<file path="config.mk">
export PLATFORM = sky130hd
export DESIGN_NAME = alu_sequencer_flat
export DESIGN_NICKNAME = d
export VERILOG_FILES = /design/src/rtl/alu_seq_pkg.sv /design/src/rtl/alu_sequencer_if.sv /design/src/rtl/alu_seq_progmem.sv /design/src/rtl/alu_sequencer.sv /design/src/flat_wrapper.sv
export SDC_FILE = /design/constraint.sdc
export NUM_CORES = 1
export LEC_CHECK = 0
export CAP_MARGIN = 5
export CORE_ASPECT_RATIO = 1.4
export CORE_MARGIN = 4
export CORE_UTILIZATION = 57
export CTS_CLUSTER_DIAMETER = 150
export DETAILED_ROUTE_END_ITERATION = 10
export PLACE_DENSITY_LB_ADDON = 0.15
export SYNTH_ARGS = -nofsm -noshare
export SYNTH_HDL_FRONTEND = slang
export SYNTH_SLANG_ARGS = --single-unit
</file>
<file path="constraint.sdc">
create_clock -name clk -period 4.45 [get_ports clk]
set_clock_uncertainty 0.1 [all_clocks]
set_input_delay 0.6675 -clock clk [delete_from_list [all_inputs] [get_ports clk]]
set_output_delay 0.6675 -clock clk [all_outputs]
set_load 0.01 [all_outputs]
</file>
<file path="src/rtl/alu_seq_pkg.sv">
// Shared opcodes, status bit positions, instruction fields and FSM states
// for the ALU instruction sequencer.
package alu_seq_pkg;

    localparam int INSTR_W  = 12;
    localparam int OPC_W    = 4;
    localparam int OPND_W   = 8;
    localparam int OPC_MSB  = 11;
    localparam int OPC_LSB  = 8;
    localparam int OPND_MSB = 7;
    localparam int OPND_LSB = 0;

    typedef logic [OPC_W-1:0] opcode_t;

    localparam opcode_t OP_NOP    = 4'h0;
    localparam opcode_t OP_LOAD   = 4'h1;
    localparam opcode_t OP_ADD    = 4'h2;
    localparam opcode_t OP_SUB    = 4'h3;
    localparam opcode_t OP_ZERO   = 4'h4;
    localparam opcode_t OP_ONE    = 4'h5;
    localparam opcode_t OP_XOR    = 4'h6;
    localparam opcode_t OP_NOT    = 4'h7;
    localparam opcode_t OP_SHL    = 4'h8;
    localparam opcode_t OP_SHR    = 4'h9;
    localparam opcode_t OP_JZ     = 4'hA;
    localparam opcode_t OP_JN     = 4'hB;
    localparam opcode_t OP_JC     = 4'hC;
    localparam opcode_t OP_JMP    = 4'hD;
    localparam opcode_t OP_HALT   = 4'hE;
    localparam opcode_t OP_STATUS = 4'hF;

    localparam int ST_ZERO  = 0;
    localparam int ST_NEG   = 1;
    localparam int ST_CARRY = 2;

    typedef enum logic [2:0] {
        S_IDLE,
        S_EXEC,
        S_ST_WAIT,
        S_ST_SAMPLE,
        S_DRAIN
    } seq_state_t;

    function automatic opcode_t instr_opcode(input logic [INSTR_W-1:0] instr);
        return instr[OPC_MSB:OPC_LSB];
    endfunction

    function automatic logic [OPND_W-1:0] instr_operand(input logic [INSTR_W-1:0] instr);
        return instr[OPND_MSB:OPND_LSB];
    endfunction

endpackage

</file>
<file path="src/rtl/alu_sequencer_if.sv">
// Opcode/data bus between the sequencer (initiator) and the byte ALU.
interface alu_sequencer_if;
    logic [3:0] alu_opcode;
    logic [7:0] alu_data;
    logic [7:0] alu_result;

    modport master (
        output alu_opcode,
        output alu_data,
        input  alu_result
    );

    modport slave (
        input  alu_opcode,
        input  alu_data,
        output alu_result
    );
endinterface

</file>
<file path="src/rtl/alu_seq_progmem.sv">
// Program store: flop array, synchronous write, asynchronous read, no reset.
module alu_seq_progmem
    import alu_seq_pkg::*;
#(
    parameter int PROG_DEPTH = 16,
    parameter int ADDR_W     = $clog2(PROG_DEPTH)
) (
    input  logic               clk,
    input  logic               we,
    input  logic [ADDR_W-1:0]  waddr,
    input  logic [INSTR_W-1:0] wdata,
    input  logic [ADDR_W-1:0]  raddr,
    output logic [INSTR_W-1:0] rdata
);

    logic [INSTR_W-1:0] mem [PROG_DEPTH];

    always_ff @(posedge clk) begin
        if (we) begin
            mem[waddr] <= wdata;
        end
    end

    assign rdata = mem[raddr];

endmodule

</file>
<file path="src/rtl/alu_sequencer.sv">
// Byte-ALU instruction sequencer: issues one op per cycle, resolves branches
// via the ALU status byte. Optional run watchdog: define ALU_SEQ_WATCHDOG_EN.
module alu_sequencer
    import alu_seq_pkg::*;
#(
    parameter int  PROG_DEPTH = 16,
    parameter int  WDOG_LIMIT = 255,
    localparam int ADDR_W     = $clog2(PROG_DEPTH)
) (
    input  logic               clk,
    input  logic               rst_n,
    input  logic               prog_we,
    input  logic [ADDR_W-1:0]  prog_addr,
    input  logic [INSTR_W-1:0] prog_data,
    input  logic               start,
    output logic               busy,
    output logic               done,
    output logic               abort,
    output logic [7:0]         result,
    alu_sequencer_if.master    alu
);

    // state        | meaning
    // S_IDLE       | waiting for start, pc parked at 0
    // S_EXEC       | issue the instruction at pc
    // S_ST_WAIT    | status read (0xF) being answered by the ALU
    // S_ST_SAMPLE  | status byte on alu_result, resolve the branch
    // S_DRAIN      | capture accumulator, pulse done

    seq_state_t         state;
    logic [ADDR_W-1:0]  pc;
    logic [INSTR_W-1:0] instr;
    opcode_t            opc;
    logic [OPND_W-1:0]  opnd;
    logic [ADDR_W-1:0]  target;
    logic               branch_taken;
    logic               prog_wr;
    logic               wdog_hit;

    assign prog_wr = prog_we && (state == S_IDLE);
    assign opc     = instr_opcode(instr);
    assign opnd    = instr_operand(instr);
    assign target  = opnd[ADDR_W-1:0];

    alu_seq_progmem #(
        .PROG_DEPTH (PROG_DEPTH),
        .ADDR_W     (ADDR_W)
    ) u_progmem (
        .clk   (clk),
        .we    (prog_wr),
        .waddr (prog_addr),
        .wdata (prog_data),
        .raddr (pc),
        .rdata (instr)
    );

    // Memory is frozen while busy, so the branch opcode is still at pc here.
    always_comb begin
        branch_taken = 1'b0;
        case (opc)
            OP_JZ:   branch_taken = alu.alu_result[ST_ZERO];
            OP_JN:   branch_taken = alu.alu_result[ST_NEG];
            OP_JC:   branch_taken = alu.alu_result[ST_CARRY];
            default: branch_taken = 1'b0;
        endcase
    end

`ifdef ALU_SEQ_WATCHDOG_EN
    logic [7:0] wdog_cnt;

    assign wdog_hit = (wdog_cnt == 8'd0);

    always_ff @(posedge clk) begin
        if (!rst_n) begin
            wdog_cnt <= '0;
            abort    <= 1'b0;
        end else if (state == S_IDLE && start) begin
            wdog_cnt <= 8'(WDOG_LIMIT);
            abort    <= 1'b0;
        end else if (state == S_EXEC) begin
            if (wdog_hit) begin
                abort <= 1'b1;
            end else begin
                wdog_cnt <= wdog_cnt - 8'd1;
            end
        end
    end
`else
    logic unused_wdog_limit;

    assign unused_wdog_limit = ^WDOG_LIMIT;
    assign wdog_hit          = 1'b0;
    assign abort             = 1'b0;
`endif

    always_ff @(posedge clk) begin
        if (!rst_n) begin
            state          <= S_IDLE;
            pc             <= '0;
            busy           <= 1'b0;
            done           <= 1'b0;
            result         <= '0;
            alu.alu_opcode <= OP_NOP;
            alu.alu_data   <= '0;
        end else begin
            done           <= 1'b0;
            alu.alu_opcode <= OP_NOP;
            alu.alu_data   <= '0;
            case (state)
                S_IDLE: begin
                    pc <= '0;
                    if (start) begin
                        state <= S_EXEC;
                        busy  <= 1'b1;
                    end
                end
                S_EXEC: begin
                    if (wdog_hit) begin
                        state <= S_DRAIN;
                    end else begin
                        case (opc)
                            OP_NOP, OP_STATUS: pc <= pc + ADDR_W'(1);
                            OP_JZ, OP_JN, OP_JC: begin
                                alu.alu_opcode <= OP_STATUS;
                                state          <= S_ST_WAIT;
                            end
                            OP_JMP:  pc    <= target;
                            OP_HALT: state <= S_DRAIN;
                            default: begin
                                alu.alu_opcode <= opc;
                                alu.alu_data   <= opnd;
                                pc             <= pc + ADDR_W'(1);
                            end
                        endcase
                    end
                end
                S_ST_WAIT: state <= S_ST_SAMPLE;
                S_ST_SAMPLE: begin
                    pc    <= branch_taken ? target : pc + ADDR_W'(1);
                    state <= S_EXEC;
                end
                S_DRAIN: begin
                    result <= alu.alu_result;
                    done   <= 1'b1;
                    busy   <= 1'b0;
                    state  <= S_IDLE;
                end
                default: state <= S_IDLE;
            endcase
        end
    end

endmodule

</file>
<file path="src/flat_wrapper.sv">
// flat-port wrapper written by rule: the top's interface ports become plain ports
module alu_sequencer_flat import alu_seq_pkg::*;
#(
    parameter int  PROG_DEPTH = 16,
    parameter int  WDOG_LIMIT = 255,
    localparam int ADDR_W     = $clog2(PROG_DEPTH)
)
  (clk, rst_n, prog_we, prog_addr, prog_data, start, busy, done, abort, result, alu_alu_opcode, alu_alu_data, alu_alu_result);
  alu_sequencer_if alu_i ();
  input  logic clk;
  input  logic rst_n;
  input  logic prog_we;
  input  logic [ADDR_W-1:0] prog_addr;
  input  logic [INSTR_W-1:0] prog_data;
  input  logic start;
  output logic busy;
  output logic done;
  output logic abort;
  output logic [7:0] result;
  output wire logic [$bits(alu_i.alu_opcode)-1:0] alu_alu_opcode;
  output wire logic [$bits(alu_i.alu_data)-1:0] alu_alu_data;
  input wire logic [$bits(alu_i.alu_result)-1:0] alu_alu_result;
  assign alu_alu_opcode = alu_i.alu_opcode;
  assign alu_alu_data = alu_i.alu_data;
  assign alu_i.alu_result = alu_alu_result;
  alu_sequencer #(.PROG_DEPTH(PROG_DEPTH), .WDOG_LIMIT(WDOG_LIMIT)) u_core (.clk(clk), .rst_n(rst_n), .prog_we(prog_we), .prog_addr(prog_addr), .prog_data(prog_data), .start(start), .busy(busy), .done(done), .abort(abort), .result(result), .alu(alu_i));
endmodule
</file>
# --- Yosys cells after proc, flatten, opt, wreduce, memory -nomap -nowiden ---
# Memories as Yosys holds them, arrays and structs flattened. A register that Yosys moved wholly into a read port is not among the register bits.
# Cells that the tools add are included.
classes:
  n_eq_ne: 13
  bitwise_logic: 2
  n_reduce_logical: 13
  n_mux: 15
  n_addsub: 1
ops:
  columns: ["op", "count"]
  rows:
  - ["$eq 4x4->1 const B", 6]
  - ["$pmux 4 s2", 2]
  - ["$mux 4", 3]
  - ["$pmux 3 s4", 1]
  - ["$pmux 4 s3", 1]
  - ["$reduce_or 9->1", 1]
  - ["$reduce_and 2->1", 4]
  - ["$reduce_or 4->1", 2]
  - ["$eq 3x2->1 const B", 2]
  - ["$pmux 3 s2", 1]
  - ["$add 4x1->4 const B", 1]
  - ["$logic_not 4->1", 1]
  - ["$mux 1", 4]
  - ["$ne 2x2->1 const B", 2]
  - ["$eq 3x1->1 const B", 1]
  - ["$eq 3x3->1 const B", 1]
  - ["$logic_not 3->1", 1]
  - ["$mux 3", 1]
  - ["$ne 3x1->1 const B", 1]
  - ["$pmux 1 s3", 1]
  - ["$reduce_bool 3->1", 1]
  - ["$reduce_or 3->1", 1]
  - ["$not 1->1", 2]
  - ["$pmux 1 s2", 1]
  - ["other kinds (2)", 2]
totals:
  elab_cells: 52
  in_bits: 28
  regBits: 29
  output_inout_bits: 23
  memories: 1
  ramBits: 192
mem_list:
  columns: ["name", "words", "width", "rd", "rd_ports_with_merged_regs", "write_ports", "line_no", "rtl"]
  rows:
  - ["u_core.u_progmem.mem", 16, 12, 1, 1, 1, "alu_seq_progmem.sv:16", "logic [INSTR_W-1:0] mem [PROG_DEPTH];"]

# --- Depth between registers and ports, before layout ---
depth:
  ltp_word: 6
  depth_mapped: 11
  mapped_depth_nobuf: 7

# --- Hierarchy ---
# Synthesis repeated with hierarchy kept, for this count alone.
unflattened:
  hier_cells: 468
  hier_area_um2: 8688.3
by_module_without_submodules:
  columns: ["module", "area_each_um2", "n_inst", "seq_area_each_um2", "cells_each"]
  rows:
  - ["alu_seq_progmem", 7359.6, 1, 5765.5, 317]
  - ["alu_sequencer", 1328.8, 1, 580.6, 151]

# --- Worst setup path after synthesis ---
# No wires, ideal clock.
synth_path:
  path_kind: "register -> register"
  start: "reg with a tool-made name"
  end: "reg u_core.alu.alu_data[4]"
  arrival_ps: 2467
  period_less_slack_ps: 2696
  setup_time_ps: 129
  stages_incl_launch_ff: 9
  required_ps: 4221
  path_buffers: 5
  slack_ps: 1754
  cell_sequence: "dfxtp_1 buf_2 buf_4 buf_2 clkbuf_1 buf_1 mux4_2 mux4_2 nor2b_1"
synth_rtl:
  columns: ["element", "line_no", "rtl"]
  rows:
  - ["end signal, assigned", "alu_sequencer.sv:131", "alu.alu_data <= opnd;"]
  - ["end, declared", "alu_sequencer_if.sv:9", "output alu_data,"]

==> run metrics <==
status complete, no violations; most area-consuming cells after synthesis edfxtp_1 (66%), mux4_2 (14%), dfxtp_1 (7.5%), nand2_1 (1.4%), nor2_1 (1.2%); kind of critical path reg -> reg; Arrival @ worst endpoint 3.55 ns; register area 6430 um^2; Startpoint Class flip-flop; IO Port Bufs 49; worst slew pin tran 0.973 ns; HP Class reg -> reg; Slew HR 0.349; commonest non-fill, non-tap cells in the layout edfxtp_1 (192), mux4_2 (55), clkdlybuf4s50_1 (49); Avg Vias per Cell 6.13; slowest stage delay, CP 0.56 ns; Clk pwr share 0.337; Die Footprint 17500 um^2; Syn Nets 495; final worst-path cycle share 0.732; # diodes 0; clk root buf clkbuf_16; # rows 53; min-delay src u_core.result[5]; CTS clk-pin slew, worst paths 0.07 ns; WL/cell 24.3 um; global route hottest layer met2; total of max-cap violations 0; Cells after Synth 466; hold buffers post-CTS 0; DR iter-0 viols 325; global-route wire length before repair 28.3 mm; Synth async-reset ratio 0; Slew Limit Fails 0; Layout fillers 991; highest net fanout along the worst path 13; Leak 3.30 nW; met1 Usage GRT 0.290; Syn Area/Cell 18.8 um^2; number of primary I/O pins 51; hold path endpoint u_core.result[5]; RSZ-0062 raised after global routing no; Residual DRC 0; Total Nets Final 568; DP HPWL 11.6 mm; Power Dens Cells 563 nW/um^2; Detailed Routing Iterations Pass 1 4; Worst-Skew Late Latency 0.50 ns; clock buffer count from CTS 22; H-tree depth 1; share of layout cells above drive strength 1 0.229; CTS tree done; Hold Path Cell Cnt 2; number of synthesized flops with an enable pin 192; die height 155 um; commonest non-fill, non-tap cell in the layout edfxtp_1; Net Switching 1.56 mW; area grow syn2layout 18.0%; GRT Residual Overflow 0; library cells used by synthesis 45; register area share after synthesis 0.732; yosys warns 0; met2 usage 0.371; WHS 0.365 ns; Post-Route Setup TNS 0 ns; WP data required 4.74 ns; DIE WIDTH 113 um; placed cells 707; Post-Syn Area 8770 um^2; cell internal pwr 4.27 mW; fmax 0.307 GHz; Total Wirelength 18.1 mm; Reg power frac 0.427; cts repair resizes 0; r2r worst-path depth 8; multi-input logic area 2250 um^2; #FFs+latches synth 225; worst-path cell chain buf_4, mux4_2, a22o_1, o22ai_2, o31ai_1, a31oi_1, o21ai_0, o221a_1; Tmin final 3.26 ns; core box area 15100 um^2; Comb pwr share 0.236; routed vias 4580; Max VDD drop 361 uV; crit path capture type flip-flop; initial antenna violation count 0; Starting Density 0.583; main flop type after synthesis edfxtp_1; critical path's slowest cell dfxtp_2; Synth top area share 0.657; total setup buffers inserted after CTS 0; # setup viols final 0; post-synth top area cell edfxtp_1; maximum root-to-sink buffer count 3; Sw Ratio 0.268; r2r setup slk 1.19 ns; number of global-route vias before repair 4826; Routed Antenna Nets 0; final hold viol count 0; largest net degree at the start of global routing 37; M3 GR Usage 0.0329; Overall Global Routing Usage 0.217; Post-Layout Cell Count 747; CTS sink cnt 225; Placer Congestion 0.814
metrics by stage:
stage          worst slack [ns]  utilization  power (mW)  instance area [um^2]
3_3_place_gp               1.24        0.636        3.88                  9570
4_1_cts                    1.15        0.688        5.88                 10400
5_1_grt                   0.849        0.688        6.09                 10400
2_1_floorplan              1.75            -        3.54                  8770
3_5_place_dp               1.14        0.636        3.92                  9570
6_report                   1.19        0.688        5.83                 10400
metal layers:
metal	vias up	wire length (um)
met2	175	9580
met3	33	1130
li1	2008	-
met1	2364	7020
met5	-	0
met4	0	391
Yosys cell counts, drive strengths merged, types with 2 or more instances:
| master | n |
|---|---|
| edfxtp | 192 |
| mux4 | 55 |
| dfxtp | 33 |
| nand2 | 32 |
| nor2 | 28 |
| buf | 13 |
| nor3 | 12 |
| nor2b | 10 |
| a31oi | 9 |
| mux2i | 9 |
| nand2b | 9 |
| a21boi | 8 |
| o21ai | 8 |
| a21oi | 6 |
| clkbuf | 6 |
| inv | 4 |
| mux2 | 4 |
| o22ai | 3 |
| a22o | 2 |
| and2 | 2 |
| nand3 | 2 |
| o31ai | 2 |
| or2 | 2 |
| or3 | 2 |
| xor2 | 2 |
state kept, by name (all words and copies together), names as in the netlist, named ones only:
| register | flops |
|---|---|
| u_core.state | 3 |
| u_core.done | 1 |
| u_core.alu.alu_opcode | 4 |
| u_core.alu.alu_data | 8 |
| u_core.busy | 1 |
| u_core.u_progmem.mem | 192 |
| u_core.result | 8 |
| u_core.pc | 4 |
power by group through the flow:
stage                     Combinational [mW]  Clock (mW)  Sequential, mW
final                                   1.37        1.96            2.49
after global routing                    1.49        2.09            2.51
after CTS                               1.39        1.99            2.50
after detailed placement                1.38           0            2.54
after global placement                  1.35           0            2.53
after floorplan                         1.05           0            2.49
worst max-delay path, delay by kind of cell (launching register included):
| kind | cells | cell delay [ns] |
|---|---|---|
| multiplexers | 1 | 0.54 |
| AO/OA/AOI/OAI | 6 | 1.56 |
| flip-flops | 1 | 0.56 |
| buffers and inverters | 1 | 0.36 |
cell type report:
cell class,instances,area share
repair buffers,68,0.0612
inverters,4,0.00145
clock buffers,29,0.0597
well taps,192,0.0232
flip-flops and latches,225,0.621
clock inverters,11,0.0157
multi-input cells,218,0.218
cells by family (layout without fill, tap and decap cells):
group           after synthesis  in the layout  share of synthesized area
buf+inv                      23            112                     0.0145
mux                          68             68                      0.158
flops                       225            225                      0.732
other cells                   1              1                   0.000427
compound gates               42             42                     0.0342
fa+ha+maj                     1              1                    0.00143
simple gates                104            104                     0.0570
xor+xnor                      2              2                    0.00200
worst max-delay path by stage:
stage | endpoint | slack [ns] | startpoint | depth (start not counted)
5_1_grt | flip-flop | 0.85 | flip-flop | 8
2_1_floorplan | u_core.alu.alu_data[4] | 1.75 | flip-flop | 8
3_3_place_gp | flip-flop | 1.24 | flip-flop | 7
4_1_cts | flip-flop | 1.15 | flip-flop | 8
6_report | flip-flop | 1.19 | flip-flop | 8
3_5_place_dp | flip-flop | 1.14 | flip-flop | 8
Note: power is estimated with default switching activity, not from simulation.
